[src/rtl/mem_bus_pkg.sv]
// Shared definitions for initiators on the single-port word RAM bus.
// Word geometry, op encodings, FSM states and the region checker.
package mem_bus_pkg;

  localparam int unsigned WORD_BYTES        = 4;
  localparam int unsigned MEM_BYTES_DEFAULT = 65536;

  localparam logic OP_COPY = 1'b0;
  localparam logic OP_FILL = 1'b1;

  typedef enum logic [2:0] {
    ST_IDLE,
    ST_CHECK,
    ST_FILL,
    ST_RD,
    ST_LAT,
    ST_WR,
    ST_FIN
  } state_e;

  // Word-aligned and base + 4*words within limit; 35-bit sum cannot wrap.
  function automatic logic region_ok(
    input logic [31:0] base,
    input logic [31:0] words,
    input logic [34:0] limit
  );
    logic [34:0] end_b;
    end_b = {3'b000, base} + {1'b0, words, 2'b00};
    return (base[1:0] == 2'b00) && (end_b <= limit);
  endfunction

endpackage

[src/rtl/mem_copy_engine.sv]
// Block copy / constant fill initiator for the word RAM bus.
// One command at a time: capture, check, then one word per FILL or RD/LAT/WR.
module mem_copy_engine
  import mem_bus_pkg::*;
#(
  parameter int unsigned LEN_W     = 16,
  parameter int unsigned MEM_BYTES = MEM_BYTES_DEFAULT
) (
  input  logic             clk,
  input  logic             rst,
  input  logic             start_i,
  input  logic             op_i,
  input  logic [31:0]      src_i,
  input  logic [31:0]      dst_i,
  input  logic [LEN_W-1:0] len_i,
  input  logic [31:0]      fill_i,
  output logic             busy_o,
  output logic             done_o,
  output logic             err_o,
  output logic [31:0]      addr_o,
  output logic             write_en_o,
  output logic [31:0]      data_o,
  input  logic [31:0]      data_i
);

  localparam logic [34:0] LIMIT = 35'(MEM_BYTES);
  localparam logic [31:0] STEP  = 32'(WORD_BYTES);

  state_e           state_q, state_d;
  logic             op_q, op_d;
  logic [31:0]      src_q, src_d;
  logic [31:0]      dst_q, dst_d;
  logic [LEN_W-1:0] rem_q, rem_d;
  logic [31:0]      fill_q, fill_d;
  logic [31:0]      buf_q, buf_d;
  logic             err_q, err_d;
  logic [31:0]      addr_q, addr_d;
  logic [31:0]      data_q, data_d;
  logic             we_q, we_d;

  logic [31:0] len32;
  logic        cmd_ok;
  logic        last;

  assign len32  = 32'(rem_q);
  assign last   = (rem_q == LEN_W'(1));
  assign cmd_ok = region_ok(dst_q, len32, LIMIT) &&
                  ((op_q == OP_FILL) || region_ok(src_q, len32, LIMIT));

  // Bus outputs are registered: each branch loads what the next state drives.
  always_comb begin
    state_d = state_q;
    op_d    = op_q;
    src_d   = src_q;
    dst_d   = dst_q;
    rem_d   = rem_q;
    fill_d  = fill_q;
    buf_d   = buf_q;
    err_d   = err_q;
    addr_d  = addr_q;
    data_d  = data_q;
    we_d    = 1'b0;
    case (state_q)
      ST_IDLE: begin
        if (start_i) begin
          op_d    = op_i;
          src_d   = src_i;
          dst_d   = dst_i;
          rem_d   = len_i;
          fill_d  = fill_i;
          err_d   = 1'b0;
          state_d = ST_CHECK;
        end
      end
      ST_CHECK: begin
        if (!cmd_ok) begin
          err_d   = 1'b1;
          state_d = ST_FIN;
        end else if (rem_q == '0) begin
          state_d = ST_FIN;
        end else if (op_q == OP_FILL) begin
          addr_d  = dst_q;
          data_d  = fill_q;
          we_d    = 1'b1;
          state_d = ST_FILL;
        end else begin
          addr_d  = src_q;
          state_d = ST_RD;
        end
      end
      ST_FILL: begin
        dst_d = dst_q + STEP;
        rem_d = rem_q - LEN_W'(1);
        if (last) begin
          state_d = ST_FIN;
        end else begin
          addr_d = dst_q + STEP;
          we_d   = 1'b1;
        end
      end
      ST_RD: begin
        state_d = ST_LAT;
      end
      ST_LAT: begin
        buf_d   = data_i;
        addr_d  = dst_q;
        data_d  = data_i;
        we_d    = 1'b1;
        state_d = ST_WR;
      end
      ST_WR: begin
        src_d = src_q + STEP;
        dst_d = dst_q + STEP;
        rem_d = rem_q - LEN_W'(1);
        if (last) begin
          state_d = ST_FIN;
        end else begin
          addr_d  = src_q + STEP;
          state_d = ST_RD;
        end
      end
      ST_FIN: begin
        state_d = ST_IDLE;
      end
      default: begin
        state_d = ST_IDLE;
      end
    endcase
  end

  always_ff @(posedge clk) begin
    if (rst) begin
      state_q <= ST_IDLE;
      op_q    <= OP_COPY;
      src_q   <= '0;
      dst_q   <= '0;
      rem_q   <= '0;
      fill_q  <= '0;
      buf_q   <= '0;
      err_q   <= 1'b0;
      addr_q  <= '0;
      data_q  <= '0;
      we_q    <= 1'b0;
    end else begin
      state_q <= state_d;
      op_q    <= op_d;
      src_q   <= src_d;
      dst_q   <= dst_d;
      rem_q   <= rem_d;
      fill_q  <= fill_d;
      buf_q   <= buf_d;
      err_q   <= err_d;
      addr_q  <= addr_d;
      data_q  <= data_d;
      we_q    <= we_d;
    end
  end

  assign busy_o     = (state_q != ST_IDLE) && (state_q != ST_FIN);
  assign done_o     = (state_q == ST_FIN);
  assign err_o      = (state_q == ST_FIN) && err_q;
  assign addr_o     = addr_q;
  assign data_o     = data_q;
  assign write_en_o = we_q;

endmodule
[config.mk]
export PLATFORM = sky130hd
export DESIGN_NAME = mem_copy_engine
export DESIGN_NICKNAME = d
export VERILOG_FILES = /design/src/rtl/mem_bus_pkg.sv /design/src/rtl/mem_copy_engine.sv
export SDC_FILE = /design/constraint.sdc
export NUM_CORES = 1
export LEC_CHECK = 0
export BUFFER_PORTS_ARGS = -buffer_cell sky130_fd_sc_hd__buf_2
export CORE_MARGIN = 5
export CORE_UTILIZATION = 35
export CTS_CLUSTER_DIAMETER = 100
export DETAILED_ROUTE_END_ITERATION = 16
export SYNTH_ARGS = -nofsm -noshare
export SYNTH_HDL_FRONTEND = slang
export SYNTH_SLANG_ARGS = --single-unit
[constraint.sdc]
create_clock -name clk -period 4.2 [get_ports clk]
set_input_delay 0 -clock clk [delete_from_list [all_inputs] [get_ports clk]]
set_output_delay 0 -clock clk [all_outputs]
set_load 0.005 [all_outputs]
==> results of run 1 <==
metal layers:
| metal | GRT usage | vias to the layer above |
|---|---|---|
| met4 | 0.109 | 4 |
| met5 | 0 | - |
| li1 | - | 7058 |
| met1 | 0.350 | 7115 |
| met3 | 0.0405 | 138 |
| met2 | 0.405 | 738 |
state kept, by name, summed over array words and instances (netlist names), 3 cells and up:
name,cells
src_q,32
rem_q,16
dst_q,32
state_q,3
fill_q,32
data_o,32
addr_o,32
stage by stage:
stage | cells | cell area [um^2] | hold slack (ns) | setup slack [ns] | setup TNS, ns
after detailed placement | 2368 | 14500 | 0.239 | -0.0432 | -0.230
after global routing | 2546 | 16700 | 0.0135 | -0.0217 | -0.0675
after CTS | 2542 | 16600 | 0.00792 | 0.0319 | 0
final | 2547 | 16700 | 0.0182 | 0.0676 | 0
after floorplan | 1726 | 12600 | 0.136 | 0.537 | 0
after global placement | 2368 | 14500 | 0.232 | 0.127 | 0
cell type report:
type,count,area (um^2)
Antenna cell,1,2.50
Clock buffer,19,443
Clock inverter,12,144
Fill cell,3559,18900
Inverter,25,93.8
Multi-Input combinational cell,1377,8380
Sequential cell,182,3650
Tap cell,461,577
Timing Repair Buffer,470,3400
critical path: stages (launching register included):
cell	delay, ns
dfxtp_1	0.42
ha_1	0.50
a21oi_1	0.14
a32o_1	0.31
a31oi_1	0.38
a31oi_1	0.19
and2_1	0.19
a2111oi_0	0.42
nor4b_4	0.27
buf_4	0.19
nand3_4	0.12
o21ai_4	0.22
buf_4	0.16
clkbuf_16	0.19
a21oi_1	0.09
a311oi_2	0.26
cells in the mapped netlist, types with 5 or more instances:
cell type / count
nand2_1: 228
a21oi_1: 210
dfxtp_1: 182
nor2_1: 161
o21ai_0: 144
clkbuf_1: 120
nand3_1: 59
nor3_1: 58
mux2i_1: 42
ha_1: 36
a31oi_1: 33
a211oi_1: 29
and3_1: 29
a311oi_2: 28
inv_1: 24
xnor2_1: 24
nand4_1: 22
nand2b_1: 20
nor4_1: 18
and2_1: 17
a221oi_1: 14
buf_2: 14
a21o_1: 13
a22oi_1: 13
xor2_1: 13
o22ai_1: 12
o31ai_1: 11
a2111oi_0: 9
o311ai_0: 8
or3_1: 8
a311oi_1: 7
nor3b_1: 7
o211ai_1: 7
o21a_1: 7
o2111ai_1: 6
nand4b_1: 5
logic make-up after synthesis:
kind of cell,Yosys count,synth area share
simple gates,659,0.247
compound gates,599,0.310
flops,182,0.289
buf+inv,167,0.0534
mux,44,0.0352
fa+ha+maj,38,0.0390
xor+xnor,37,0.0257
path summary, 6_finish.rpt:
path	endpoint	cells after the start	slack, ns	from
worst max-delay path	data_o[12]	15	0.07	rem_q[9]
worst min register to register	fill_q[16]	2	0.45	fill_q[16]
worst min-delay path	src_q[27]	3	0.02	src_i[27]
worst max register to register	data_o[12]	15	0.07	rem_q[9]
power by group:
group	internal, mW	switching, mW
clock	0.903	0.781
combinational	1.52	2.37
sequential	2.08	0.385
total	4.50	3.54
what timing repair did:
action / CTS / global route
gates cloned: 0 / 1
buffers inserted: 0 / 3
gates resized for setup: 1 / 17
pin swaps: 0 / 2
endpoints found under the hold margin: 143 / 0
endpoints found under the setup margin: 34 / 65
hold buffers: 143 / 0
==> results_dict.tcl, run 1 <==
set metrics [dict create \
    synth_largest_area_cell "dfxtp_1" \
    crit_required_ns 4.57 \
    crit_fanout 18 \
    setup_viol 0 \
    ios 216 \
    slew_violations 0 \
    track_usage 0.257 \
    layout_common_cells "nand2_1, buf_2, a21oi_1, dfxtp_1, nor2_1" \
    worst_pin_slew_ns 1.03 \
    path_class "flop to flop" \
    finish.utilization 0.469 \
    p_leak_nw 6.49 \
    synth_async_sr_flop_share 0 \
    wl_mm 53.5 \
    top_layer "met5" \
    antenna_found_initial 2 \
    die_x_um 200 \
    dieArea_um2 39900 \
    synth_area_um2 12600 \
    core_area_um2 35600 \
    grt_pass1_wl_mm 81.2 \
    drcViolationCount 0 \
    fin_nets 2259 \
    viasPerCell 5.91 \
    drt_iter0_markers 1538 \
    synth_fp_nets 1912 \
    numCtsBuffers 17 \
    clock_skew_ns 0.0130 \
    start_kind "flop" \
    wl_met3_mm 3.87 \
    start_util 0.354 \
    synth_ff_type "dfxtp_1" \
    synth_enable_flop_cells 0 \
    drive_above_1_share 0.201 \
    timing.max_cap.violations 0 \
    grt_max_degree 127 \
    post_drt_wl_per_cell_um 21.0 \
    htree_levels 4 \
    dp_hpwl_mm 39.1 \
    vias 15100 \
    hold_path.class "primary input to flop" \
    relSlewSlack 0.316 \
    power_mw 8.04 \
    met1Wirelength_mm 22.8 \
    fmax_mhz 242 \
    grt_pass1_vias 14100 \
    yosys_register_bits 182 \
    synth_top_area_share 0.289 \
    crit_arrival_ns 4.50 \
    fin_crit_ns 4.13 \
    cts_tree "built" \
    grt_overflow_total 0 \
    p_per_area_nw_per_um2 482 \
    place.gp.congestion 0.949 \
    seq_area_frac_synth 0.289 \
    drt-pass1-iter-count 6 \
    clock_latency_ns 0.45 \
    hold_viol 0 \
    cts_root_buf "clkbuf_16" \
    end_kind "flop" \
    port_buffers 215 \
    vdd_ir_drop_max_mv 0.274 \
    clk_pin_slew_ns 0.08 \
    syn_inst 1726 \
    cts_sinks 182 \
    area_growth_pct 32.5 \
    ys_warn_count 0 \
    fin_crit_sh 0.984 \
    postRouteAntennaNets 0 \
    rows 69 \
    die_y_um 200 \
    layout_commonest_cell "nand2_1" \
    status "finished clean" \
    wl_met2_mm 24.7 \
    cts_buffer_depth 2 \
    synth_cell_types 82 \
    synth.area.top_cells "dfxtp_1, a21oi_1, nand2_1, o21ai_0, nor2_1" \
    synth_area_per_cell_um2 7.29 \
]
(Power assumes the default switching activity.)
==> inputs of run 2 (changes only) <==
--- a/config.mk
+++ b/config.mk
@@ -6,10 +6,13 @@
 export NUM_CORES = 1
 export LEC_CHECK = 0
 export BUFFER_PORTS_ARGS = -buffer_cell sky130_fd_sc_hd__buf_2
+export CELL_PAD_IN_SITES_DETAIL_PLACEMENT = 1
+export CELL_PAD_IN_SITES_GLOBAL_PLACEMENT = 2
 export CORE_MARGIN = 5
-export CORE_UTILIZATION = 35
+export CORE_UTILIZATION = 32
 export CTS_CLUSTER_DIAMETER = 100
 export DETAILED_ROUTE_END_ITERATION = 16
+export PLACE_DENSITY_LB_ADDON = 0.1
 export SYNTH_ARGS = -nofsm -noshare
 export SYNTH_HDL_FRONTEND = slang
 export SYNTH_SLANG_ARGS = --single-unit
==> results_dict.tcl, run 2 (synthesized netlist as in run 1, its figures left out) <==
set metrics [dict create \
    cts_tree "built" \
    cts_sinks 182 \
    path_class "flop to flop" \
    fin_crit_ns 4.11 \
    worst_pin_slew_ns 1.09 \
    busiest_layer "met2" \
    clock_skew_ns 0.00981 \
    grtUsageMet1 0.359 \
    slowest_delay_ns 0.56 \
    area_growth_pct 35.3 \
    grt_pass1_wl_mm 92.4 \
    vias 14900 \
    p_leak_nw 6.61 \
    layout_common_cells "nand2_1, buf_2, a21oi_1, dfxtp_1, nor2_1" \
    placed_area_um2 14800 \
    fin_crit_sh 0.979 \
    grt_overflow_total 0 \
    ios 216 \
    end_kind "flop" \
    rows 72 \
    grt.met3_usage 0.0306 \
    grt_max_degree 122 \
    fin_nets 2282 \
    met2_usage 0.467 \
    cts_root_buf "clkbuf_16" \
    post_drt_wl_per_cell_um 23.4 \
    htree_levels 4 \
    dp_hpwl_mm 44.8 \
    crit_required_ns 4.56 \
    wl_mm 61.4 \
    crit_fanout 22 \
    slew_violations 0 \
    clk_pin_slew_ns 0.08 \
    viasPerCell 5.67 \
    p_per_area_nw_per_um2 483 \
    setup_viol 0 \
    drt_iter0_markers 900 \
    num_antenna_cells 0 \
    core_area_um2 38800 \
    dieArea_um2 43400 \
    drcViolationCount 0 \
    layout_commonest_cell "nand2_1" \
    path_cells "ha_1, buf_4, a21oi_1, o21ai_0, a31oi_1, a211oi_1, xor2_1, a2111oi_1, o2111ai_1, o41a_1, buf_4, nor3_4, buf_12, nor3_1, a211oi_1" \
    design_area_um2 17000 \
    drive_above_1_share 0.217 \
    die_x_um 208 \
    track_usage 0.269 \
    hold_viol 0 \
    hold_path.class "primary input to flop" \
    grt_setup_unrepaired "true" \
    timing.max_cap.violations 0 \
    postRouteAntennaNets 0 \
    place.gp.congestion 0.888 \
    relSlewSlack 0.273 \
    multiInputGateArea_um2 8440 \
    start_util 0.324 \
    die_y_um 208 \
    start_kind "flop" \
    grt_pass1_vias 15000 \
    clock_latency_ns 0.46 \
    cts_buffer_depth 2 \
    vdd_ir_drop_max_mv 0.327 \
    fmax_mhz 243 \
    finish.utilization 0.439 \
    fill_cells 4779 \
    port_buffers 215 \
    numCtsBuffers 17 \
    regArea_um2 3650 \
    slowest_stage "o41a_1" \
    antenna_found_initial 0 \
    status "finished clean" \
    drt-pass1-iter-count 5 \
    crit_arrival_ns 4.47 \
]
==> run 2: cell types whose count changed in the layout (fill, tap and decap cells not counted), moves of 3 or more <==
cell	change
a21oi_1	-3
a21oi_2	+3
buf_12	+3
buf_4	+18
clkbuf_1	+3
dfxtp_1	-4
dfxtp_2	+4
ha_1	-4
ha_2	+3
==> run 2: metrics by stage <==
| step | TNS [ns] | std cells | setup slack [ns] | power, mW | hold slack [ns] |
|---|---|---|---|---|---|
| 2_1_floorplan | 0 | 1726 | 0.537 | 4.68 | 0.136 |
| 3_3_place_gp | -0.664 | 2442 | -0.0452 | 6.23 | 0.235 |
| 3_5_place_dp | -3.13 | 2442 | -0.126 | 6.30 | 0.235 |
| 4_1_cts | 0 | 2619 | 0.0196 | 8.12 | 0.00115 |
| 5_1_grt | -0.0881 | 2627 | -0.0472 | 8.70 | 0.0221 |
| 6_report | 0 | 2627 | 0.0895 | 8.23 | 0.0129 |
==> run 2: path summary, 6_finish.rpt <==
kind / start / endpoint / slack, ns / depth (start not counted)
setup / recovery: rem_q[13] / addr_o[30] / 0.09 / 15
setup reg to reg: rem_q[13] / addr_o[30] / 0.09 / 15
hold reg to reg: fill_q[15] / fill_q[15] / 0.46 / 2
hold / removal: data_i[27] / data_o[27] / 0.01 / 3
==> run 2: power by group <==
group | leakage, nW | switching (mW) | internal, mW
Combinational | 4.85 | 2.50 | 1.61
Clock | 0.267 | 0.821 | 0.835
Sequential | 1.49 | 0.376 | 2.08
==> run 2: worst max-delay path: cells and delay by family, from the launching register on <==
family	cells	cell delay (ns)
xor gates and xnor gates	1	0.15
and+or+nand+nor	2	0.31
buffers and inverters	3	0.56
adders and majority gates	1	0.33
DFF	1	0.55
AOI/OAI and AO/OA	8	2.07
==> run 2: area by class of cell <==
type	instances	share of cell area
multi-input cells	1377	0.495
clock inverters	11	0.00683
inverters	25	0.00551
clock buffers	21	0.0259
repair buffers	493	0.214
flip-flops and latches	182	0.214
well taps	518	0.0381
==> run 2: what timing repair did <==
item	CTS	global route
cloned	1	4
buffers inserted	3	4
resized for setup	10	30
pin swaps	4	10
setup endpoints to repair	51	65
hold buffers	141	0
hold endpoints to repair	141	0
==> run 2: per-layer routing <==
metal	wire (um)	up-vias	part of all wire
li1	-	7095	-
met1	27600	7393	0.45
met2	30000	353	0.49
met3	2490	62	0.040
met4	1270	0	0.021
met5	0	-	0
==> inputs of run 3 (changes only) <==
--- a/config.mk
+++ b/config.mk
@@ -5,11 +5,12 @@
 export SDC_FILE = /design/constraint.sdc
 export NUM_CORES = 1
 export LEC_CHECK = 0
+export ABC_AREA = 1
 export BUFFER_PORTS_ARGS = -buffer_cell sky130_fd_sc_hd__buf_2
 export CELL_PAD_IN_SITES_DETAIL_PLACEMENT = 1
 export CELL_PAD_IN_SITES_GLOBAL_PLACEMENT = 2
 export CORE_MARGIN = 5
-export CORE_UTILIZATION = 32
+export CORE_UTILIZATION = 30
 export CTS_CLUSTER_DIAMETER = 100
 export DETAILED_ROUTE_END_ITERATION = 16
 export PLACE_DENSITY_LB_ADDON = 0.1
==> results_dict.tcl, run 3 <==
set metrics [dict create \
    status "finished clean" \
    cts_buffer_depth 2 \
    layoutNonFillerInstCount 3206 \
    area_growth_pct 28.4 \
    cts_root_buf "clkbuf_16" \
    setup_viol 0 \
    drt-pass1-iter-count 5 \
    cp_common_cell "nand2_1" \
    design_area_um2 17100 \
    layout_common_cells "nand2_1, nor2_1, inv_1, buf_2, dfxtp_1" \
    hold_slack_ns 0.0455 \
    fin_crit_ns 3.91 \
    synth_fp_nets 2460 \
    ios 216 \
    numCtsBuffers 17 \
    path_cells "ha_1, nand2_1, inv_1, nand2_1, nor2_2, nand4_1, nand3_2, nand2_1, nand2_1, nand2_1, nor2_1, nand3_1, nor3_1, buf_4, nand2_1, nand2_1, buf_4, nand2_1, buf_4, o21ai_0, nor2_1" \
    die_x_um 221 \
    postRouteAntennaNets 0 \
    start_util 0.302 \
    crit_fanout 21 \
    track_usage 0.277 \
    synth_cell_types 54 \
    cts_sinks 182 \
    synth_top_area_share 0.273 \
    timing.max_cap.violations 0 \
    place.gp.congestion 0.951 \
    clock_latency_ns 0.48 \
    vias 16700 \
    slowest_delay_ns 0.65 \
    grt_overflow_total 0 \
    pre_cts_ws_ns 0.257 \
    hold_path.class "primary input to flop" \
    cts_tree "built" \
    synth_largest_area_cell "dfxtp_1" \
    hold_viol 0 \
    start_kind "flop" \
    vdd_ir_drop_max_mv 0.488 \
    port_buffers 215 \
    cp.buffers_inverters 4 \
    dp_hpwl_mm 55.0 \
    end_kind "flop" \
    drcViolationCount 0 \
    core_area_um2 44100 \
    fin_crit_sh 0.932 \
    crit_required_ns 4.56 \
    synth_area_per_cell_um2 5.87 \
    cp_top_family "simple AND/OR/NAND/NOR gates" \
    yosys_register_bits 182 \
    die_y_um 221 \
    ys_warn_count 0 \
    clock_skew_ns 0.0199 \
    synth_area_um2 13300 \
    p_leak_nw 8.19 \
    crit_arrival_ns 4.27 \
    relSlewSlack 0.359 \
    power_mw 12.8 \
    path_class "flop to flop" \
    viasPerCell 5.21 \
    drive_above_1_share 0.132 \
    grt_setup_unrepaired "false" \
    dpl.cell_count 3039 \
    fin_nets 2786 \
    wl_mm 70.1 \
    syn_inst 2274 \
    timing.final.ws_setup_ns 0.287 \
    synth_ff_type "dfxtp_1" \
    antenna_found_initial 3 \
    p_per_area_nw_per_um2 744 \
    seq_area_frac_synth 0.273 \
    htree_levels 4 \
    layout_commonest_cell "nand2_1" \
    rows 77 \
    finish.utilization 0.388 \
    dieArea_um2 48800 \
    post_drt_wl_per_cell_um 21.9 \
    grt_max_degree 89 \
    yosysMostFrequentCell "nand2_1" \
    fill_cells 5947 \
    worst_pin_slew_ns 0.960 \
    fmax_mhz 256 \
    setup_tns_ns 0 \
    slew_violations 0 \
    grt_pass1_wl_mm 106 \
    clk_pin_slew_ns 0.09 \
    synth.area.top_cells "dfxtp_1, nand2_1, nor2_1, inv_1, o21ai_0" \
    drt_iter0_markers 1012 \
    placed_area_um2 15200 \
    synthTopCellsByCount "nand2_1, nor2_1, inv_1, dfxtp_1, o21ai_0" \
    synth_enable_flop_cells 0 \
    grt_pass1_vias 17100 \
    slowest_stage "dfxtp_1" \
    synth_async_sr_flop_share 0 \
]
-- run 3: changes by cell type after synthesis, sizes merged, moves of 27 or more --
cell	delta
nand2	+430
inv	+246
nor2	+183
a21oi	-112
nand3	+90
clkbuf	-49
mux2i	-42
a311oi	-34
a211oi	-28
and3	-28
o21ai	+27
-- run 3: logic make-up (layout without fill, tap and decap cells) --
kind of cell / after synthesis / count (layout) / share of synthesized area
AND/OR/NAND/NOR: 1285 / 1285 / 0.401
AO/OA/AOI/OAI: 379 / 379 / 0.167
buffers and inverters: 366 / 705 / 0.107
flip-flops: 182 / 182 / 0.273
adder cells (fa/ha/maj): 38 / 38 / 0.0368
XOR/XNOR: 24 / 24 / 0.0158
other: 0 / 1 / 0
-- run 3: what timing repair did --
action / in CTS / in global routing
hold buffers: 134 / 0
resized for setup: 0 / 1
endpoints found under the hold margin: 134 / 0
setup endpoints to repair: 0 / 33
setup buffers: 0 / 0
-- run 3: metal layers --
metal | up-vias | wire length, um | global-route usage | share of wire
li1 | 8045 | - | - | -
met1 | 8115 | 30300 | 0.350 | 0.43
met2 | 455 | 33700 | 0.485 | 0.48
met3 | 93 | 3490 | 0.0456 | 0.050
met4 | 4 | 2530 | 0.0898 | 0.036
met5 | - | 21 | 0 | 0.00030
-- run 3: final cells by class --
type | count | area [um^2] | area share
Multi-Input combinational cell | 1726 | 8300 | 0.484
Sequential cell | 182 | 3640 | 0.213
Timing Repair Buffer | 399 | 2830 | 0.165
Inverter | 274 | 1030 | 0.0601
Tap cell | 592 | 741 | 0.0432
Clock buffer | 19 | 453 | 0.0264
Clock inverter | 13 | 133 | 0.00774
Antenna cell | 1 | 2.50 | 0.000146
-- run 3: worst reg2reg max path, stage by stage, from the launching register on --
cell and delay, ns:
dfxtp_1 0.65, ha_1 0.33, nand2_1 0.11, inv_1 0.08, nand2_1 0.11, nor2_2 0.22
nand4_1 0.27, nand3_2 0.20, nand2_1 0.06, nand2_1 0.07, nand2_1 0.06, nor2_1 0.10
nand3_1 0.07, nor3_1 0.17, buf_4 0.16, nand2_1 0.18, nand2_1 0.19, buf_4 0.20
nand2_1 0.07, buf_4 0.23, o21ai_0 0.22, nor2_1 0.06
-- run 3: final timing paths --
kind | startpoint | endpoint | slack, ns | depth (start not counted)
max | rem_q[12] | addr_o[18] | 0.29 | 21
min | src_i[15] | src_q[15] | 0.05 | 3
max reg2reg | rem_q[12] | addr_o[18] | 0.29 | 21
min reg2reg | fill_q[28] | fill_q[28] | 0.46 | 2
-- run 3: where the power goes --
part | internal, mW | switching, mW
Combinational | 2.49 | 5.33
Sequential | 2.43 | 0.830
Clock | 0.820 | 0.859
Total | 5.74 | 7.02
